## src/rtl/grf_pkg.sv

```systemverilog
// Shared constants and helpers for the multiport general-purpose register file.
package grf_pkg;

    localparam int DEF_DATA_W = 32;
    localparam int DEF_ADDR_W = 5;
    localparam int DEF_N_RD   = 2;

    localparam int REG_ZERO = 0;

    // Widest packed bus the slice helper handles (4 ports x 64 bits).
    localparam int BUS_MAX = 256;

    function automatic logic [BUS_MAX-1:0] bus_slice(logic [BUS_MAX-1:0] bus, int k, int w);
        logic [BUS_MAX-1:0] mask;
        mask = (BUS_MAX'(1) << w) - BUS_MAX'(1);
        return (bus >> (k * w)) & mask;
    endfunction

endpackage

```

## src/rtl/grf_multiport_if.sv

```systemverilog
// Read, write, issue and scoreboard signals of the register file.
interface grf_multiport_if import grf_pkg::*; #(
    parameter int DATA_W = DEF_DATA_W,
    parameter int ADDR_W = DEF_ADDR_W,
    parameter int N_RD   = DEF_N_RD
);
    localparam int DEPTH = 2 ** ADDR_W;

    logic [N_RD*ADDR_W-1:0] rd_addr;
    logic [N_RD*DATA_W-1:0] rd_data;
    logic [N_RD-1:0]        rd_busy;

    logic                   wa_en;
    logic [ADDR_W-1:0]      wa_addr;
    logic [DATA_W-1:0]      wa_data;

    logic                   wb_en;
    logic [ADDR_W-1:0]      wb_addr;
    logic [DATA_W-1:0]      wb_data;

    logic                   iss_en;
    logic [ADDR_W-1:0]      iss_addr;

    logic [DEPTH-1:0]       pend_vec;

    modport master (
        output rd_addr, wa_en, wa_addr, wa_data, wb_en, wb_addr, wb_data, iss_en, iss_addr,
        input  rd_data, rd_busy, pend_vec
    );

    modport slave (
        input  rd_addr, wa_en, wa_addr, wa_data, wb_en, wb_addr, wb_data, iss_en, iss_addr,
        output rd_data, rd_busy, pend_vec
    );

endinterface

```

## src/rtl/grf_read_port.sv

```systemverilog
// One combinational read port: write-port bypass, zero-register forcing and busy masking.
module grf_read_port import grf_pkg::*; #(
    parameter int DATA_W   = DEF_DATA_W,
    parameter int ADDR_W   = DEF_ADDR_W,
    parameter int ZERO_REG = 1,
    parameter int BYPASS   = 1
) (
    input  logic [ADDR_W-1:0] addr,
    input  logic [DATA_W-1:0] arr_data,
    input  logic              pend_bit,
    input  logic              wa_en,
    input  logic [ADDR_W-1:0] wa_addr,
    input  logic [DATA_W-1:0] wa_data,
    input  logic              wb_en,
    input  logic [ADDR_W-1:0] wb_addr,
    input  logic [DATA_W-1:0] wb_data,
    output logic [DATA_W-1:0] data,
    output logic              busy
);
    logic hit_a;
    logic hit_b;
    logic is_zero;

    assign hit_a   = (BYPASS != 0) && wa_en && (wa_addr == addr);
    assign hit_b   = (BYPASS != 0) && wb_en && (wb_addr == addr);
    assign is_zero = (ZERO_REG != 0) && (addr == ADDR_W'(REG_ZERO));

    always_comb begin
        data = arr_data;
        busy = pend_bit;
        if (hit_a) begin
            data = wa_data;
        end else if (hit_b) begin
            data = wb_data;
        end
        // A write landing this cycle retires the producer the reader would wait on.
        if (hit_a || hit_b) begin
            busy = 1'b0;
        end
        if (is_zero) begin
            data = '0;
            busy = 1'b0;
        end
    end

endmodule

```

## src/rtl/grf_multiport.sv

```systemverilog
// Parametrised register file: N_RD read ports, two write ports (A wins) and a pending scoreboard.
module grf_multiport import grf_pkg::*; #(
    parameter int DATA_W   = DEF_DATA_W,
    parameter int ADDR_W   = DEF_ADDR_W,
    parameter int N_RD     = DEF_N_RD,
    parameter int ZERO_REG = 1,
    parameter int BYPASS   = 1
) (
    input  logic          clk,
    input  logic          reset,
    grf_multiport_if.slave bus
);
    localparam int DEPTH = 2 ** ADDR_W;

    if (N_RD < 1 || N_RD > 4) begin : g_bad_nrd
        $error("grf_multiport: N_RD must be in 1..4");
    end

    logic [DATA_W-1:0] mem [DEPTH];
    logic [DEPTH-1:0]  pend;
    logic [DEPTH-1:0]  pend_next;
    logic              wa_ok;
    logic              wb_ok;
    logic              iss_ok;

    function automatic logic is_zero(logic [ADDR_W-1:0] a);
        return (ZERO_REG != 0) && (a == ADDR_W'(REG_ZERO));
    endfunction

    assign wa_ok  = bus.wa_en && !is_zero(bus.wa_addr);
    // Port B is dropped outright when port A targets the same register.
    assign wb_ok  = bus.wb_en && !is_zero(bus.wb_addr) &&
                    !(bus.wa_en && (bus.wa_addr == bus.wb_addr));
    assign iss_ok = bus.iss_en && !is_zero(bus.iss_addr);

    // Issue is applied last so a new producer outlives a retiring write.
    always_comb begin
        pend_next = pend;
        if (wb_ok) begin
            pend_next[bus.wb_addr] = 1'b0;
        end
        if (wa_ok) begin
            pend_next[bus.wa_addr] = 1'b0;
        end
        if (iss_ok) begin
            pend_next[bus.iss_addr] = 1'b1;
        end
    end

    always_ff @(posedge clk or posedge reset) begin
        if (reset) begin
            for (int i = 0; i < DEPTH; i++) begin
                mem[i] <= '0;
            end
            pend <= '0;
        end else begin
            if (wb_ok) begin
                mem[bus.wb_addr] <= bus.wb_data;
            end
            if (wa_ok) begin
                mem[bus.wa_addr] <= bus.wa_data;
            end
            pend <= pend_next;
        end
    end

    logic [N_RD-1:0][DATA_W-1:0] rd_data_k;
    logic [N_RD-1:0]             rd_busy_k;

    for (genvar k = 0; k < N_RD; k++) begin : g_rd
        logic [ADDR_W-1:0] addr;
        logic [DATA_W-1:0] arr;

        assign addr = ADDR_W'(bus_slice(BUS_MAX'(bus.rd_addr), k, ADDR_W));
        assign arr  = mem[addr];

        grf_read_port #(
            .DATA_W   (DATA_W),
            .ADDR_W   (ADDR_W),
            .ZERO_REG (ZERO_REG),
            .BYPASS   (BYPASS)
        ) u_port (
            .addr     (addr),
            .arr_data (arr),
            .pend_bit (pend[addr]),
            .wa_en    (bus.wa_en),
            .wa_addr  (bus.wa_addr),
            .wa_data  (bus.wa_data),
            .wb_en    (bus.wb_en),
            .wb_addr  (bus.wb_addr),
            .wb_data  (bus.wb_data),
            .data     (rd_data_k[k]),
            .busy     (rd_busy_k[k])
        );
    end

    assign bus.rd_data  = rd_data_k;
    assign bus.rd_busy  = rd_busy_k;
    assign bus.pend_vec = pend;

endmodule
```

## src/flat_wrapper.sv

```systemverilog
// flat-port wrapper written by rule: the top's interface ports become plain ports
module grf_multiport_flat import grf_pkg::*;
#(
    parameter int DATA_W   = DEF_DATA_W,
    parameter int ADDR_W   = DEF_ADDR_W,
    parameter int N_RD     = DEF_N_RD,
    parameter int ZERO_REG = 1,
    parameter int BYPASS   = 1
)
  (clk, reset, bus_rd_addr, bus_wa_en, bus_wa_addr, bus_wa_data, bus_wb_en, bus_wb_addr, bus_wb_data, bus_iss_en, bus_iss_addr, bus_rd_data, bus_rd_busy, bus_pend_vec);
  grf_multiport_if #(.DATA_W(DATA_W), .ADDR_W(ADDR_W), .N_RD(N_RD)) bus_i ();
  input  logic clk;
  input  logic reset;
  input wire logic [$bits(bus_i.rd_addr)-1:0] bus_rd_addr;
  input wire logic [$bits(bus_i.wa_en)-1:0] bus_wa_en;
  input wire logic [$bits(bus_i.wa_addr)-1:0] bus_wa_addr;
  input wire logic [$bits(bus_i.wa_data)-1:0] bus_wa_data;
  input wire logic [$bits(bus_i.wb_en)-1:0] bus_wb_en;
  input wire logic [$bits(bus_i.wb_addr)-1:0] bus_wb_addr;
  input wire logic [$bits(bus_i.wb_data)-1:0] bus_wb_data;
  input wire logic [$bits(bus_i.iss_en)-1:0] bus_iss_en;
  input wire logic [$bits(bus_i.iss_addr)-1:0] bus_iss_addr;
  output wire logic [$bits(bus_i.rd_data)-1:0] bus_rd_data;
  output wire logic [$bits(bus_i.rd_busy)-1:0] bus_rd_busy;
  output wire logic [$bits(bus_i.pend_vec)-1:0] bus_pend_vec;
  assign bus_i.rd_addr = bus_rd_addr;
  assign bus_i.wa_en = bus_wa_en;
  assign bus_i.wa_addr = bus_wa_addr;
  assign bus_i.wa_data = bus_wa_data;
  assign bus_i.wb_en = bus_wb_en;
  assign bus_i.wb_addr = bus_wb_addr;
  assign bus_i.wb_data = bus_wb_data;
  assign bus_i.iss_en = bus_iss_en;
  assign bus_i.iss_addr = bus_iss_addr;
  assign bus_rd_data = bus_i.rd_data;
  assign bus_rd_busy = bus_i.rd_busy;
  assign bus_pend_vec = bus_i.pend_vec;
  grf_multiport #(.DATA_W(DATA_W), .ADDR_W(ADDR_W), .N_RD(N_RD), .ZERO_REG(ZERO_REG), .BYPASS(BYPASS)) u_core (.clk(clk), .reset(reset), .bus(bus_i));
endmodule
```

## config.mk

```make
export PLATFORM = sky130hd
export DESIGN_NAME = grf_multiport_flat
export DESIGN_NICKNAME = d
export VERILOG_FILES = /design/src/rtl/grf_pkg.sv /design/src/rtl/grf_multiport_if.sv /design/src/rtl/grf_read_port.sv /design/src/rtl/grf_multiport.sv /design/src/flat_wrapper.sv
export SDC_FILE = /design/constraint.sdc
export NUM_CORES = 2
export LEC_CHECK = 0
export CAP_MARGIN = 30
export CORE_AREA = 2 2 415 417
export CTS_CLUSTER_DIAMETER = 50
export DETAILED_ROUTE_END_ITERATION = 10
export DIE_AREA = 0 0 417 419
export HOLD_SLACK_MARGIN = 0.03
export MAX_ROUTING_LAYER = met4
export SLEW_MARGIN = 20
export SYNTH_ARGS = -nofsm -noshare
export SYNTH_HDL_FRONTEND = slang
export SYNTH_SLANG_ARGS = --single-unit
```

## constraint.sdc

```tcl
create_clock -name clk -period 56.4 [get_ports clk]
set_input_delay 11.28 -clock clk [delete_from_list [all_inputs] [get_ports clk]]
set_output_delay 11.28 -clock clk [all_outputs]
set_load 0.03 [all_outputs]
```

[Word-level counts from Yosys, hierarchy flattened]
Cells that the tools add are included.
Cells by class
  bitwise logic cells: 9
  add/sub/neg operators: 0
  shifts and indexed selects: 0
  divide/modulo/power cells: 0
  $lt $le $gt $ge: 14
  multiply operators: 0
  reduce and logical (&&, ||, !) cells: 25
  multiplexer cells: 37
  equal/unequal tests: 5
Operator list (number)
  $bwmux 1024: 2
  $mux 1024: 2
  $mux 32: 15
  $bmux 32 s5: 2
  $demux 32 s5: 2
  $and 32x32->32: 2
  $not 32->32: 2
  $or 32x32->32: 1
  $lt 5x6->1 const B: 5
  $eq 5x5->1: 5
  $logic_not 5->1: 5
  $ge 6x6->1 const B: 4
  $not 5->6: 4
  $demux 1 s5: 3
  $ge 5x1->1 const B: 3
  $logic_and 1x1->1: 14
  $lt 6x1->1 const B: 2
  $bmux 1 s5: 2
  $mux 1: 9
  $logic_not 1->1: 4
  $logic_or 1x1->1: 2
Storage, ports and cells
  word-level logic and storage cells: 123
  bits in registers: 1056
  bits in writable memories: 0
  input port bits: 94
  memories: 0
  ROM bits: 0
  bits in latches: 0

[Longest topological paths before layout]
  depth after elaboration: 11
  gate-level depth with buffers: 10
  gate-level depth less buffers: 5

[Cells and area by module]
Synthesis repeated with hierarchy kept, for this count alone.
Unflattened totals
  cells, all modules: 6627
  area, all modules: 67374.6 um2
Modules (own cells, without submodules)
  grf_multiport: instances 1, sequential area each 26425.3 um2, area an instance 64792.1 um2, cells an instance 6269
  grf_read_port: instances 2, sequential area each 0.0 um2, area an instance 1291.2 um2, cells an instance 179

[Worst setup path before layout]
Ideal clock, no wire load.
  kind: input to output
  start: input bus_rd_addr[4]
  end: output bus_rd_data[29]
  data required time: 45120 ps
  path buffers: 3
  path slack: 31960 ps
  arrival: 13160 ps
  stages: 8
  cells stage by stage: buf_2 > or3b_2 > clkbuf_1 > clkbuf_1 > o221ai_1 > a211oi_1 > a21o_1 > o221ai_1
Between the ends
  cells in the longest elaborated chain, start to end: 7
  elaborated cells between the ends (all ways): 12
  those cells by class: eq/ne: 2; mux: 6; bitwise: 1; reduce/logical: 3
Ends and longest elaborated chain
  start, declared: line flat_wrapper.sv:14  | input wire logic [$bits(bus_i.rd_addr)-1:0] bus_rd_addr;
  $not 5->6 (not written as such): line grf_multiport.sv:75  | assign arr = mem[addr];
  $bmux 32 s5: line grf_multiport.sv:75
  $mux 32 (not written as such) (2 in series): line grf_multiport.sv:75
  $mux 32: line grf_read_port.sv:33  | end else if (hit_b) begin
  $mux 32: line grf_read_port.sv:31  | if (hit_a) begin
  $mux 32 (*): line grf_read_port.sv:40  | if (is_zero) begin
  end, declared: line flat_wrapper.sv:23  | output wire logic [$bits(bus_i.rd_data)-1:0] bus_rd_data;
Every way passes the cells marked *; elsewhere a longest branch is shown, timed or not. The select of a mux whose other input is x is not followed.

[Final worst setup path]
  start: input bus_rd_addr[7]
  end: output bus_rd_data[55]
The elaborated chain is that of the path after synthesis.

==> flow_summary.toml <==
[clock_network]
numCtsBuffers = 144
path_clk_slew_ns = 0.06
cts_tree = "done"
cts_resized = 0
cts_root_buf = "clkbuf_16"
cts.sinks = 1056
postCtsHoldBufs = 0
clockBufferDepth = 3
htreeDepth = 4
post_cts_buffers = 0
worstSkewPairLatency_ns = 0.79

[route]
vias_per_cell = 6.580
wirelength_mm = 272.4
wl_per_cell_um = 31.99
drc_errors = 0
num_vias = 56010
first_iter_violations = 7465
first_pass_iters = 6
final_antenna_net_count = 0

[place]
numPortBuffers = 191
place_ws_ns = 29.29
dp_hpwl_mm = 158.7
place_congestion = 0.8946
placed_cell_area_sq_um = 70650

[setup_path]
r2r-start = "u_core.bus.pend_vec[3]$_DFF_PP0_"
rr_worst_depth = 1
r2r-end = "u_core.bus.pend_vec[3]$_DFF_PP0_"
cp_max_fo = 29
worstPathArrival_ns = 16.11
end_kind = "primary output"
crit_type = "input port to primary output"
cp-start-kind = "input port"
ff2ff_setup_slack_ns = 55.54
cp-startpoint = "bus_rd_addr[7]"
required_ns = 45.12
crit_end = "bus_rd_data[55]"

[power_and_ir_drop]
p_switching_uw = 882.6
swShare_pct = 31.93
internal_power_uw = 1881
p_total_uw = 2764
p_per_area_nw_per_um2 = 36.41
combPwrFrac_pct = 25.5
power.share.clock_pct = 34.1
peakVddDrop_v = 0.00003405
seqPwrFrac_pct = 40.4
leakage_uw = 0.03594

[synthesis]
postSynthNetCount = 6541
syn_area_sq_um = 67740
async_reset_ff_share_pct = 100.0
synth_cell_type_count = 66
synth_edf_count = 0
avgSynthCellArea_sq_um = 10.51
yosysWarnings = 0
ys.flop_type = "dfrtp_1"
yosysSeqAreaShare_pct = 39.01
synth-seq-cells = 1056
synthCells = 6447

[floorplanning]
die-area_sq_um = 174700
coreArea_sq_um = 170600
num_io_pins = 192
die_w_um = 417
initial_core_util_pct = 39.71
num_rows = 152
die_height_um = 419

[sta]
slew-limit-headroom_pct = 28.68
setup_violations = 0
fmax_mhz = 36.51
fin_crit_sh_pct = 48.56
fin_crit_ns = 27.39
slew_viol_final = 0
hold_viol = 0
worst-slew-pin-transition_ns = 1.060
clock_skew_ns = 0
rsz0062_at_grt = "false"
fin_setup_tns_ns = 0
fin_ws_ns = 29.01

[job]
drv_cap = 0

[cells_and_area]
area_delta_synth_final_pct = 12.08
layout_commonest_cell = "dfrtp_1"
finalInstanceArea_sq_um = 75920
final_cell_mix = "1056 x dfrtp_1, 1038 x mux2i_1, 616 x nor2_1"
fin_nets = 6259
layout-drive-gt1-share_pct = 17.84

[min_path]
worstHoldPathType = "flop to flop"
min_path_cells = 0

[grt]
grt_pass1_wl_mm = 392.4
grt.total_usage_pct = 31.56
grt_pass1_vias = 54050
grt_start_max_net_pins = 161
antenna_found_initial = 5
grt_remaining_overflow = 0

[status]
status = "complete, no violations"
[logic make-up (layout without fill, tap and decap cells)]
| kind of cell | Yosys count | in the layout | share of synthesized area (%) |
|---|---|---|---|
| other | 0 | 1 | 0 |
| muxes | 1564 | 1564 | 30.87 |
| DFF | 1056 | 1056 | 39.01 |
| and+or+nand+nor | 1493 | 1493 | 9.278 |
| buffers and inverters | 863 | 695 | 6.365 |
| xor gates and xnor gates | 25 | 25 | 0.3676 |
| AOI/OAI and AO/OA | 1446 | 1446 | 14.11 |
[stage by stage]
| step | hold WS [ns] | utilization (%) | std cells |
|---|---|---|---|
| final | 0.3934 | 44.50 | 8513 |
| after global routing | 0.4049 | 44.50 | 8512 |
| after CTS | 0.3961 | 44.26 | 8496 |
| after detailed placement | 0.3820 | 41.41 | 8236 |
| after global placement | 0.3763 | 41.18 | 8220 |
| after floorplan | 0.4413 | - | 6447 |
[worst max-delay path, stage by stage]
cell             delay, ns
buf_2                 0.71
buf_4                 0.47
xor2_1                0.11
nor4_1                0.22
and3_2                0.69
buf_4                 0.51
nor2b_4               0.23
buf_4                 0.65
a221o_1               0.40
clkdlybuf4s50_1       0.72
[worst min-delay path by stage]
stage,endpoint,startpoint
after CTS,u_core.mem[1015]$_DFF_PP0_,u_core.mem[1015]$_DFF_PP0_
after floorplan,u_core.mem[1000]$_DFF_PP0_,u_core.mem[1000]$_DFF_PP0_
after global routing,u_core.mem[993]$_DFF_PP0_,u_core.mem[993]$_DFF_PP0_
after global placement,u_core.mem[1004]$_DFF_PP0_,u_core.mem[1004]$_DFF_PP0_
after detailed placement,u_core.mem[993]$_DFF_PP0_,u_core.mem[993]$_DFF_PP0_
final,u_core.mem[997]$_DFF_PP0_,u_core.mem[997]$_DFF_PP0_
[cells in the mapped netlist, drive strengths merged, types with 17 or more instances]
cell    instances  area [sq um]
dfrtp        1056         26430
mux2          118          1329
a32o           31         310.3
nor2          628          2372
buf           320          2273
xnor2          17         178.9
o211ai        107          1064
a21oi         580          2903
a31oi          53         331.6
o21ai         281          1410
o211a          61         610.6
a211oi         67         503.0
clkbuf        538          2019
a22o           62         543.0
nor4           63         406.6
nand3         183         915.9
nand2         544          2044
a221oi         58         508.0
mux2i        1038         10390
mux4          408          9189
o221ai         63         551.8
a221o          63         630.6
[state kept, by name, indices dropped and copies added (netlist names)]
signal,cells
u_core.bus.pend_vec,32
u_core.mem,1024
[layout make-up]
| type | instances | area [sq um] |
|---|---|---|
| fillers | 15670 | 94670 |
| multi-input cells | 4528 | 37510 |
| flip-flops and latches | 1056 | 26430 |
| repair buffers | 430 | 4302 |
| clock buffers | 186 | 4035 |
| well taps | 2233 | 2794 |
| clock inverters | 74 | 823.3 |
| inverters | 5 | 26.28 |
| diodes | 1 | 2.502 |
[power by group through the flow]
| stage | Sequential (uW) | Clock (uW) | Combinational (uW) |
|---|---|---|---|
| floorplan | 1080 | 0 | 530 |
| global placement | 1110 | 0 | 680 |
| detailed placement | 1120 | 0 | 697 |
| CTS | 1110 | 947 | 698 |
| global route | 1140 | 978 | 760 |
| finish | 1120 | 942 | 705 |
[per-layer routing]
layer	GRT usage, %	up-vias	wire length, um
met4	18.55	0	18840
met5	-	-	0
li1	-	23310	-
met1	39.22	28170	103500
met2	47.86	3547	124100
met3	6.342	990	25860
Power figures use the tool's default switching activity.
